--- src/rtl/mmio_console_if.sv ---
// rtl/mmio_console_if.sv - data-side request/response bus between the core and mmio_console
// Request fields mirror memory_io_req, response fields mirror memory_io_rsp.
interface mmio_console_if;
  logic        req_valid;
  logic [31:0] req_addr;
  logic [31:0] req_data;
  logic [3:0]  req_do_read;
  logic [3:0]  req_do_write;
  logic [7:0]  req_user_tag;

  logic        rsp_valid;
  logic [31:0] rsp_addr;
  logic [31:0] rsp_data;
  logic [7:0]  rsp_user_tag;

  modport master (
    output req_valid, req_addr, req_data, req_do_read, req_do_write, req_user_tag,
    input  rsp_valid, rsp_addr, rsp_data, rsp_user_tag
  );

  modport slave (
    input  req_valid, req_addr, req_data, req_do_read, req_do_write, req_user_tag,
    output rsp_valid, rsp_addr, rsp_data, rsp_user_tag
  );
endinterface

--- src/rtl/mmio_console.sv ---
// rtl/mmio_console.sv - MMIO console/halt responder with TX FIFO, cycle counter and status
// Answers hits in a 256-byte window one cycle later; halt waits for the TX FIFO to drain.
module mmio_console #(
  parameter logic [31:0] BASE_ADDR    = 32'h0002_FF00,
  parameter int          FIFO_DEPTH   = 16,
  parameter bit          RSP_ON_WRITE = 1'b1
) (
  input  logic          clk,
  input  logic          reset,
  mmio_console_if.slave bus,
  output logic          tx_valid,
  output logic [7:0]    tx_data,
  input  logic          tx_ready,
  output logic          halt
);
  localparam int PTR_W = $clog2(FIFO_DEPTH);
  localparam int CNT_W = PTR_W + 1;
  localparam logic [CNT_W-1:0] CNT_FULL = CNT_W'(FIFO_DEPTH);

  localparam logic [7:0] OFF_STATUS   = 8'hEC;
  localparam logic [7:0] OFF_CYCLE_LO = 8'hF0;
  localparam logic [7:0] OFF_CYCLE_HI = 8'hF4;
  localparam logic [7:0] OFF_TX       = 8'hF8;
  localparam logic [7:0] OFF_HALT     = 8'hFC;

  typedef enum logic [1:0] {
    ST_RUN    = 2'd0,
    ST_DRAIN  = 2'd1,
    ST_HALTED = 2'd2
  } state_e;

  state_e             state_q;
  logic               halt_q;

  logic [7:0]         mem_q [FIFO_DEPTH];
  logic [PTR_W-1:0]   rd_ptr_q, rd_ptr_d;
  logic [PTR_W-1:0]   wr_ptr_q, wr_ptr_d;
  logic [CNT_W-1:0]   count_q, count_d;
  logic [7:0]         drop_cnt_q, drop_cnt_d;
  logic [63:0]        cycle_q, cycle_d;
  logic [31:0]        hi_shadow_q, hi_shadow_d;

  logic               rsp_valid_q;
  logic [31:0]        rsp_addr_q;
  logic [31:0]        rsp_data_q;
  logic [7:0]         rsp_tag_q;

  logic               hit;
  logic               is_write;
  logic               rsp_fire;
  logic [7:0]         offset;
  logic               fifo_empty;
  logic               fifo_full;
  logic               pop;
  logic               push_req;
  logic               push;
  logic               drop;
  logic               halt_wr;
  logic               lo_rd;
  logic [31:0]        rd_data;
  logic               unused_req_bits;

  assign unused_req_bits = ^bus.req_data[31:8];

  // Request decode; a request with both read and write strobes counts as a write.
  always_comb begin
    hit      = bus.req_valid
               && (bus.req_addr[31:8] == BASE_ADDR[31:8])
               && ((bus.req_do_read != 4'b0) || (bus.req_do_write != 4'b0));
    is_write = (bus.req_do_write != 4'b0);
    offset   = bus.req_addr[7:0];
    rsp_fire = hit && (!is_write || RSP_ON_WRITE);
    halt_wr  = hit && is_write && (offset == OFF_HALT);
    lo_rd    = hit && !is_write && (offset == OFF_CYCLE_LO);
    push_req = hit && is_write && (offset == OFF_TX) && bus.req_do_write[0];
  end

  // A pop frees the slot in the same edge, so a push against a full FIFO
  // that is also draining this cycle is kept rather than dropped.
  always_comb begin
    fifo_empty = (count_q == '0);
    fifo_full  = (count_q == CNT_FULL);
    pop        = !fifo_empty && tx_ready;
    push       = push_req && (!fifo_full || pop);
    drop       = push_req && !push;

    rd_ptr_d   = rd_ptr_q + PTR_W'(pop);
    wr_ptr_d   = wr_ptr_q + PTR_W'(push);
    count_d    = count_q + CNT_W'(push) - CNT_W'(pop);

    drop_cnt_d = drop_cnt_q;
    if (drop && (drop_cnt_q != 8'hFF)) begin
      drop_cnt_d = drop_cnt_q + 8'd1;
    end

    cycle_d     = halt_q ? cycle_q : cycle_q + 64'd1;
    hi_shadow_d = lo_rd ? cycle_q[63:32] : hi_shadow_q;
  end

  // Read data is sampled from pre-update state.
  always_comb begin
    rd_data = 32'h0;
    case (offset)
      OFF_TX:       rd_data = {{(32 - CNT_W){1'b0}}, count_q};
      OFF_HALT:     rd_data = {31'h0, (state_q != ST_RUN)};
      OFF_CYCLE_LO: rd_data = cycle_q[31:0];
      OFF_CYCLE_HI: rd_data = hi_shadow_q;
      OFF_STATUS:   rd_data = {16'h0, drop_cnt_q, 6'h0, fifo_empty, fifo_full};
      default:      rd_data = 32'h0;
    endcase
  end

  always_ff @(posedge clk) begin
    if (push) begin
      mem_q[wr_ptr_q] <= bus.req_data[7:0];
    end
  end

  always_ff @(posedge clk) begin
    if (reset) begin
      rd_ptr_q    <= '0;
      wr_ptr_q    <= '0;
      count_q     <= '0;
      drop_cnt_q  <= 8'h0;
      cycle_q     <= 64'h0;
      hi_shadow_q <= 32'h0;
    end else begin
      rd_ptr_q    <= rd_ptr_d;
      wr_ptr_q    <= wr_ptr_d;
      count_q     <= count_d;
      drop_cnt_q  <= drop_cnt_d;
      cycle_q     <= cycle_d;
      hi_shadow_q <= hi_shadow_d;
    end
  end

  // Halt sequencing: halt only once the request is seen and the FIFO is empty after this edge.
  always_ff @(posedge clk) begin
    if (reset) begin
      state_q <= ST_RUN;
      halt_q  <= 1'b0;
    end else begin
      case (state_q)
        ST_RUN: begin
          if (halt_wr) begin
            if (count_d == '0) begin
              state_q <= ST_HALTED;
              halt_q  <= 1'b1;
            end else begin
              state_q <= ST_DRAIN;
            end
          end
        end
        ST_DRAIN: begin
          if (count_d == '0) begin
            state_q <= ST_HALTED;
            halt_q  <= 1'b1;
          end
        end
        ST_HALTED: begin
          halt_q <= 1'b1;
        end
        default: begin
          state_q <= ST_RUN;
          halt_q  <= 1'b0;
        end
      endcase
    end
  end

  always_ff @(posedge clk) begin
    if (reset) begin
      rsp_valid_q <= 1'b0;
      rsp_addr_q  <= 32'h0;
      rsp_data_q  <= 32'h0;
      rsp_tag_q   <= 8'h0;
    end else begin
      rsp_valid_q <= rsp_fire;
      if (rsp_fire) begin
        rsp_addr_q <= bus.req_addr;
        rsp_tag_q  <= bus.req_user_tag;
        rsp_data_q <= is_write ? 32'h0 : rd_data;
      end
    end
  end

  assign bus.rsp_valid    = rsp_valid_q;
  assign bus.rsp_addr     = rsp_addr_q;
  assign bus.rsp_data     = rsp_data_q;
  assign bus.rsp_user_tag = rsp_tag_q;

  assign tx_valid = !fifo_empty;
  assign tx_data  = fifo_empty ? 8'h00 : mem_q[rd_ptr_q];
  assign halt     = halt_q;
endmodule
--- src/flat_wrapper.sv ---
// flat-port wrapper written by rule: the top's interface ports become plain ports
module mmio_console_flat 
#(
  parameter logic [31:0] BASE_ADDR    = 32'h0002_FF00,
  parameter int          FIFO_DEPTH   = 16,
  parameter bit          RSP_ON_WRITE = 1'b1
)
  (clk, reset, tx_valid, tx_data, tx_ready, halt, bus_req_valid, bus_req_addr, bus_req_data, bus_req_do_read, bus_req_do_write, bus_req_user_tag, bus_rsp_valid, bus_rsp_addr, bus_rsp_data, bus_rsp_user_tag);
  mmio_console_if bus_i ();
  input  logic clk;
  input  logic reset;
  output logic tx_valid;
  output logic [7:0] tx_data;
  input  logic tx_ready;
  output logic halt;
  input wire logic [$bits(bus_i.req_valid)-1:0] bus_req_valid;
  input wire logic [$bits(bus_i.req_addr)-1:0] bus_req_addr;
  input wire logic [$bits(bus_i.req_data)-1:0] bus_req_data;
  input wire logic [$bits(bus_i.req_do_read)-1:0] bus_req_do_read;
  input wire logic [$bits(bus_i.req_do_write)-1:0] bus_req_do_write;
  input wire logic [$bits(bus_i.req_user_tag)-1:0] bus_req_user_tag;
  output wire logic [$bits(bus_i.rsp_valid)-1:0] bus_rsp_valid;
  output wire logic [$bits(bus_i.rsp_addr)-1:0] bus_rsp_addr;
  output wire logic [$bits(bus_i.rsp_data)-1:0] bus_rsp_data;
  output wire logic [$bits(bus_i.rsp_user_tag)-1:0] bus_rsp_user_tag;
  assign bus_i.req_valid = bus_req_valid;
  assign bus_i.req_addr = bus_req_addr;
  assign bus_i.req_data = bus_req_data;
  assign bus_i.req_do_read = bus_req_do_read;
  assign bus_i.req_do_write = bus_req_do_write;
  assign bus_i.req_user_tag = bus_req_user_tag;
  assign bus_rsp_valid = bus_i.rsp_valid;
  assign bus_rsp_addr = bus_i.rsp_addr;
  assign bus_rsp_data = bus_i.rsp_data;
  assign bus_rsp_user_tag = bus_i.rsp_user_tag;
  mmio_console #(.BASE_ADDR(BASE_ADDR), .FIFO_DEPTH(FIFO_DEPTH), .RSP_ON_WRITE(RSP_ON_WRITE)) u_core (.clk(clk), .reset(reset), .bus(bus_i), .tx_valid(tx_valid), .tx_data(tx_data), .tx_ready(tx_ready), .halt(halt));
endmodule
--- config.mk ---
export PLATFORM = sky130hd
export DESIGN_NAME = mmio_console_flat
export DESIGN_NICKNAME = d
export VERILOG_FILES = /design/src/rtl/mmio_console_if.sv /design/src/rtl/mmio_console.sv /design/src/flat_wrapper.sv
export SDC_FILE = /design/constraint.sdc
export NUM_CORES = 1
export LEC_CHECK = 0
export CORE_MARGIN = 4
export CORE_UTILIZATION = 60
export CTS_CLUSTER_DIAMETER = 200
export DETAILED_ROUTE_END_ITERATION = 10
export PLACE_DENSITY = 0.85
export SLEW_MARGIN = 20
export SYNTH_ARGS = -nofsm -noshare
export SYNTH_HDL_FRONTEND = slang
export SYNTH_SLANG_ARGS = --single-unit
export TNS_END_PERCENT = 10
--- constraint.sdc ---
create_clock -name clk -period 10.8 [get_ports clk]
set_clock_uncertainty 0.15 [all_clocks]
set_input_delay 2.7 -clock clk [delete_from_list [all_inputs] [get_ports clk]]
set_output_delay 2.7 -clock clk [all_outputs]
set_load 0.005 [all_outputs]
### Yosys cells after proc, flatten, opt, wreduce, memory -nomap -nowiden

Memory sizes are Yosys's and may differ from the RTL's. A register that Yosys moved wholly into a read port is not among the register bits.
Index checks and enable logic that the tools add are counted.

| word-level totals | value |
|---|---|
| bits in registers | 193 |
| memories kept | 1 |
| output and inout port bits | 83 |
| input port bits | 84 |
| bits in writable memories | 128 |

| operators by class | value |
|---|---|
| add/sub/neg operators | 6 |
| equality and inequality tests | 12 |
| reductions and logical operators | 25 |
| bitwise gates (word level) | 1 |
| mux-type cells | 13 |

Memory list:

| memory | depth | width | rd ports | clocked after memory_dff | wr ports | RTL line | source |
|---|---|---|---|---|---|---|---|
| u_core.mem_q | 16 | 8 | 1 | 1 | 1 | mmio_console.sv:35 | `logic [7:0] mem_q [FIFO_DEPTH];` |

Operator list:

| kind | number |
|---|---|
| 32-bit one-hot mux with 5 select lines | 1 |
| 64-bit by 1-bit adder with 64-bit output (second input constant) | 1 |
| 8-bit == test (second input constant) | 5 |
| 32-bit two-way mux | 1 |
| 24-bit by 10-bit == test with 1-bit output (second input constant) | 1 |
| 1-bit logical AND | 12 |
| 5-bit zero test | 2 |
| 4-bit by 1-bit adder with 4-bit output | 2 |
| 8-bit by 1-bit adder with 8-bit output (second input constant) | 1 |
| 8-bit two-way mux | 1 |
| 8-bit != test (second input constant) | 1 |
| 4-bit nonzero test | 2 |
| 2-bit two-way mux | 3 |
| 2-bit one-hot mux with 3 select lines | 1 |
| 5-bit by 1-bit adder with 5-bit output | 1 |
| 5-bit == test (second input constant) | 1 |
| 5-bit by 1-bit subtractor with 5-bit output | 1 |
| 1-bit zero test | 4 |
| 1-bit two-way mux | 4 |
| 4-bit two-way mux | 1 |
| 2-bit by 1-bit != test with 1-bit output (second input constant) | 2 |
| 1-bit one-hot mux with 3 select lines | 1 |
| 3-bit AND reduction | 1 |
| 2-bit by 1-bit == test with 1-bit output (second input constant) | 1 |
| 5 further kinds | 6 |

### Depth between registers and ports, before layout

| depth | value |
|---|---|
| word-level depth | 13 |
| depth in mapped cells | 13 |

### Worst setup path before layout

OpenSTA, ideal clock, no wires.

| timing path | value |
|---|---|
| path type | input to register |
| start point | input bus_req_addr[16] |
| end point | register u_core.halt_q, in the netlist u_core.halt |
| arrival | 5.068 ns |
| path slack | 5.506 ns |
| library setup time | 0.075 ns |
| buffers on the path | 1 |
| required time | 10.575 ns |
| stages | 10 |
| cell sequence | nand2b_1 -> nor4_1 -> and3_1 -> clkbuf_1 -> and2_1 -> ha_1 -> fa_1 -> nor3b_1 -> nand3_1 -> o22ai_1 |

| on the way | value |
|---|---|
| word-level cells in the longest chain between the ends | 13 |
| elaborated cells on any way between the ends | 15 |
| those cells by class | add/sub: 2; eq/ne: 2; mux: 3; reduce/logical: 8 |

Ends and longest elaborated chain:

| item | RTL line | source |
|---|---|---|
| start: declaration | flat_wrapper.sv:17 | `input wire logic [$bits(bus_i.req_addr)-1:0] bus_req_addr;` |
| 24-bit by 10-bit == test with 1-bit output * | mmio_console.sv:68 | `&& (bus.req_addr[31:8] == BASE_ADDR[31:8])` |
| 1-bit logical AND * | mmio_console.sv:68 |  |
| 1-bit logical AND * | mmio_console.sv:69 | `&& ((bus.req_do_read != 4'b0) \|\| (bus.req_do_write != 4'b0));` |
| 1-bit logical AND * (3 in a row) | mmio_console.sv:75 | `push_req = hit && is_write && (offset == OFF_TX) && bus.req_do_write[0];` |
| 1-bit logical AND * | mmio_console.sv:84 | `push = push_req && (!fifo_full \|\| pop);` |
| 5-bit by 1-bit adder with 5-bit output * | mmio_console.sv:89 | `count_d = count_q + CNT_W'(push) - CNT_W'(pop);` |
| 5-bit by 1-bit subtractor with 5-bit output * | mmio_console.sv:89 |  |
| named net u_core.count_d[1] | mmio_console.sv:38 | `logic [CNT_W-1:0] count_q, count_d;` |
| 5-bit zero test * | mmio_console.sv:146, mmio_console.sv:155 |  |
| 1-bit two-way mux * | n/a |  |
| 1-bit two-way mux | n/a |  |
| 1-bit one-hot mux with 3 select lines * | n/a |  |
| end signal: assignment | mmio_console.sv:148 | `halt_q <= 1'b1;` |
| end signal: assignment | mmio_console.sv:157 | `halt_q <= 1'b1;` |
| end signal: assignment | mmio_console.sv:161 | `halt_q <= 1'b1;` |
| end: declaration | mmio_console.sv:33 | `logic halt_q;` |

The timed path passes the listed nets; every way through them passes the cells marked *. The select of a mux whose other input is x is not followed.
A chain may end at the register's enable or synchronous reset.

==> summary.txt <==
hold slack - 302 ps
Inst Count DP - 1,536
top cell type's share of synthesized area - 29.3%
Initial Utilization - 61.9%
post-cts sizing count - 0
status - completed
Yosys warnings - 0
cts bufs inserted - 31
Placer Congestion - 0.906
Detail Route Antenna Nets - 0
synthesized flop and latch total - 321
kind of critical path - reg2out
CP arrival - 3170 ps
Slew HR - 33.2%
via count - 9,728
# Post-CTS Setup Buffers - 0
Pleak - 5.18 nW
Detailed Place HPWL - 20.7 mm
Clock Latency Late Sink - 570 ps
EDFF count, synth - 128
RSZ-0062 raised after global routing - no
ys async rst share - 0%
Tot Pwr - 2.87 mW
antenna violations before repair - 1
area leader, netlist - dfxtp_1
Rows - 53
first-pass GRT wire length - 50.8 mm
Die X - 156 um
Synth Flop Type - dfxtp_1
grt ovf - 0
Cell Area, Synth - 13,200 um^2
Pins Over Slew Limit - 0
Slew @ Worst Pin - 1000 ps
Clk Tree Root Cell - clkbuf_16
Clk pin slew, worst setup/hold paths - 70 ps
Tmin final - 6020 ps
share of layout cells above drive strength 1 - 9.12%
Multi-input gate area - 5150 um^2
Port-buffer cells - 142
synth top area cells - dfxtp_1 29%, edfxtp_1 29%, mux4_2 6.8%
Die Area - 24,400 um^2
via density per instance - 6.11
core area - 21,300 um^2
H-Tree Depth - 1
Ant. Diodes - 0
Worst setup EP type - primary output
CTS tree - built
most frequent cell after synthesis - dfxtp_1
Max Cap Viol - 0
final hold viol count - 0
Mapped Avg Cell Area - 11.3 um^2
Syn-to-layout area delta - 20.9%
worst ir drop on vdd - 0.141 mV
sequential share of the synthesized area - 58.5%
# clock sinks - 321
Syn Inst Count - 1,169
Final period util - 55.8%
startpoint types - flip-flop
1st-pass router iterations - 5
clk buf depth - 3
Die Span Y - 156 um
Final Instance Count excl. Fillers - 1,591
remaining routing DRC violations - 0
Fmax - 166 MHz
Synthesized Nets - 1,266
Reg area - 7710 um^2
Hold Buf Count CTS - 0
drt first-iter violations - 897
Worst Path Required - 7950 ps
GRT Total Usage - 25.9%
IO Pins - 167
worst hold path type - reg2reg
vias in the first global route - 9,585
Power Density - 180 nW/um^2
Util after Layout - 74.8%
Synth top cells by count - 193 x dfxtp_1, 128 x edfxtp_1, 128 x nand2_1, 106 x nor2_1, 84 x a21oi_1
largest net degree at the start of global routing - 91
setup TNS - 0 ps
Fill cells - 1,382
final setup violation count - 0
Post-Route WL - 31.8 mm
DR WL/cell - 20.0 um
final layout net count - 1,391
critical path fanouts, max - 33
post-synthesis cell type count - 55
-- placed cells by master (no fill, tap or decap), types with 31 or more instances in the layout --
cell type          n
dfxtp_1          191
clkdlybuf4s50_1  140
mux4_2            40
edfxtp_1         128
nand2_1          128
nand3_1           36
nand4_1           35
o21ai_0           32
clkbuf_16         31
nor2_1           105
a21oi_1           84
-- cell families (layout without fill, tap and decap cells) --
logic type | Yosys count | in the layout | share of synthesized area (%)
and+or+nand+nor | 467 | 467 | 17.9
DFF | 321 | 321 | 58.5
AOI/OAI and AO/OA | 170 | 170 | 7.86
buffers and inverters | 86 | 233 | 2.52
muxes | 67 | 67 | 8.91
xor gates and xnor gates | 45 | 45 | 2.99
adders and majority gates | 13 | 13 | 1.29
-- path summary, 6_finish.rpt --
check / from / end / slack [ps] / cells after the start
setup reg to reg: u_core.count_q[2] / u_core.halt / 7270 / 12
hold / removal: u_core.bus.rsp_user_tag[0] / u_core.bus.rsp_user_tag[0] / 300 / 2
setup / recovery: u_core.rd_ptr_q[0] / tx_data[7] / 4780 / 5
hold reg to reg: u_core.bus.rsp_user_tag[0] / u_core.bus.rsp_user_tag[0] / 300 / 2
-- flip-flops by register name, summed over array words and instances (netlist names), 5 cells and up --
signal / count
u_core.bus.rsp_data: 32
u_core.hi_shadow_q: 32
u_core.mem_q: 128
u_core.bus.rsp_user_tag: 8
u_core.count_q: 5
u_core.drop_cnt_q: 8
u_core.bus.rsp_addr: 32
u_core.cycle_q: 64
-- report_power, final --
| part | total, mW | internal [mW] | switching [mW] |
|---|---|---|---|
| Combinational | 0.393 | 0.214 | 0.179 |
| Sequential | 1.30 | 1.27 | 0.0261 |
| Clock | 1.18 | 0.723 | 0.455 |
-- cell type report --
type / instances / share of cell area [%]
flip-flops and latches: 321 / 48.4
clock inverters: 14 / 1.67
repair buffers: 156 / 9.54
well taps: 275 / 2.16
inverters: 22 / 0.518
multi-input cells: 762 / 32.4
clock buffers: 41 / 5.36
-- metrics by stage --
step | setup slack, ps | area (um^2)
2_1_floorplan | 5510 | 13200
3_3_place_gp | 4910 | 14800
3_5_place_dp | 4790 | 14800
4_1_cts | 4730 | 15900
5_1_grt | 4600 | 15900
6_report | 4780 | 15900
-- critical path, stage by stage, from the launching register on --
cell,delay [ps]
dfxtp_2,310
buf_4,500
mux4_2,640
mux4_2,510
and2_1,170
clkdlybuf4s50_1,440
-- routing by layer --
| metal | vias up | wire (um) | GRT usage [%] |
|---|---|---|---|
| met5 | - | 7 | 0 |
| met4 | 2 | 694 | 6.74 |
| met3 | 62 | 3220 | 6.32 |
| met2 | 461 | 15000 | 42.1 |
| met1 | 4682 | 12800 | 35.5 |
| li1 | 4521 | - | - |
(Power assumes the default switching activity.)
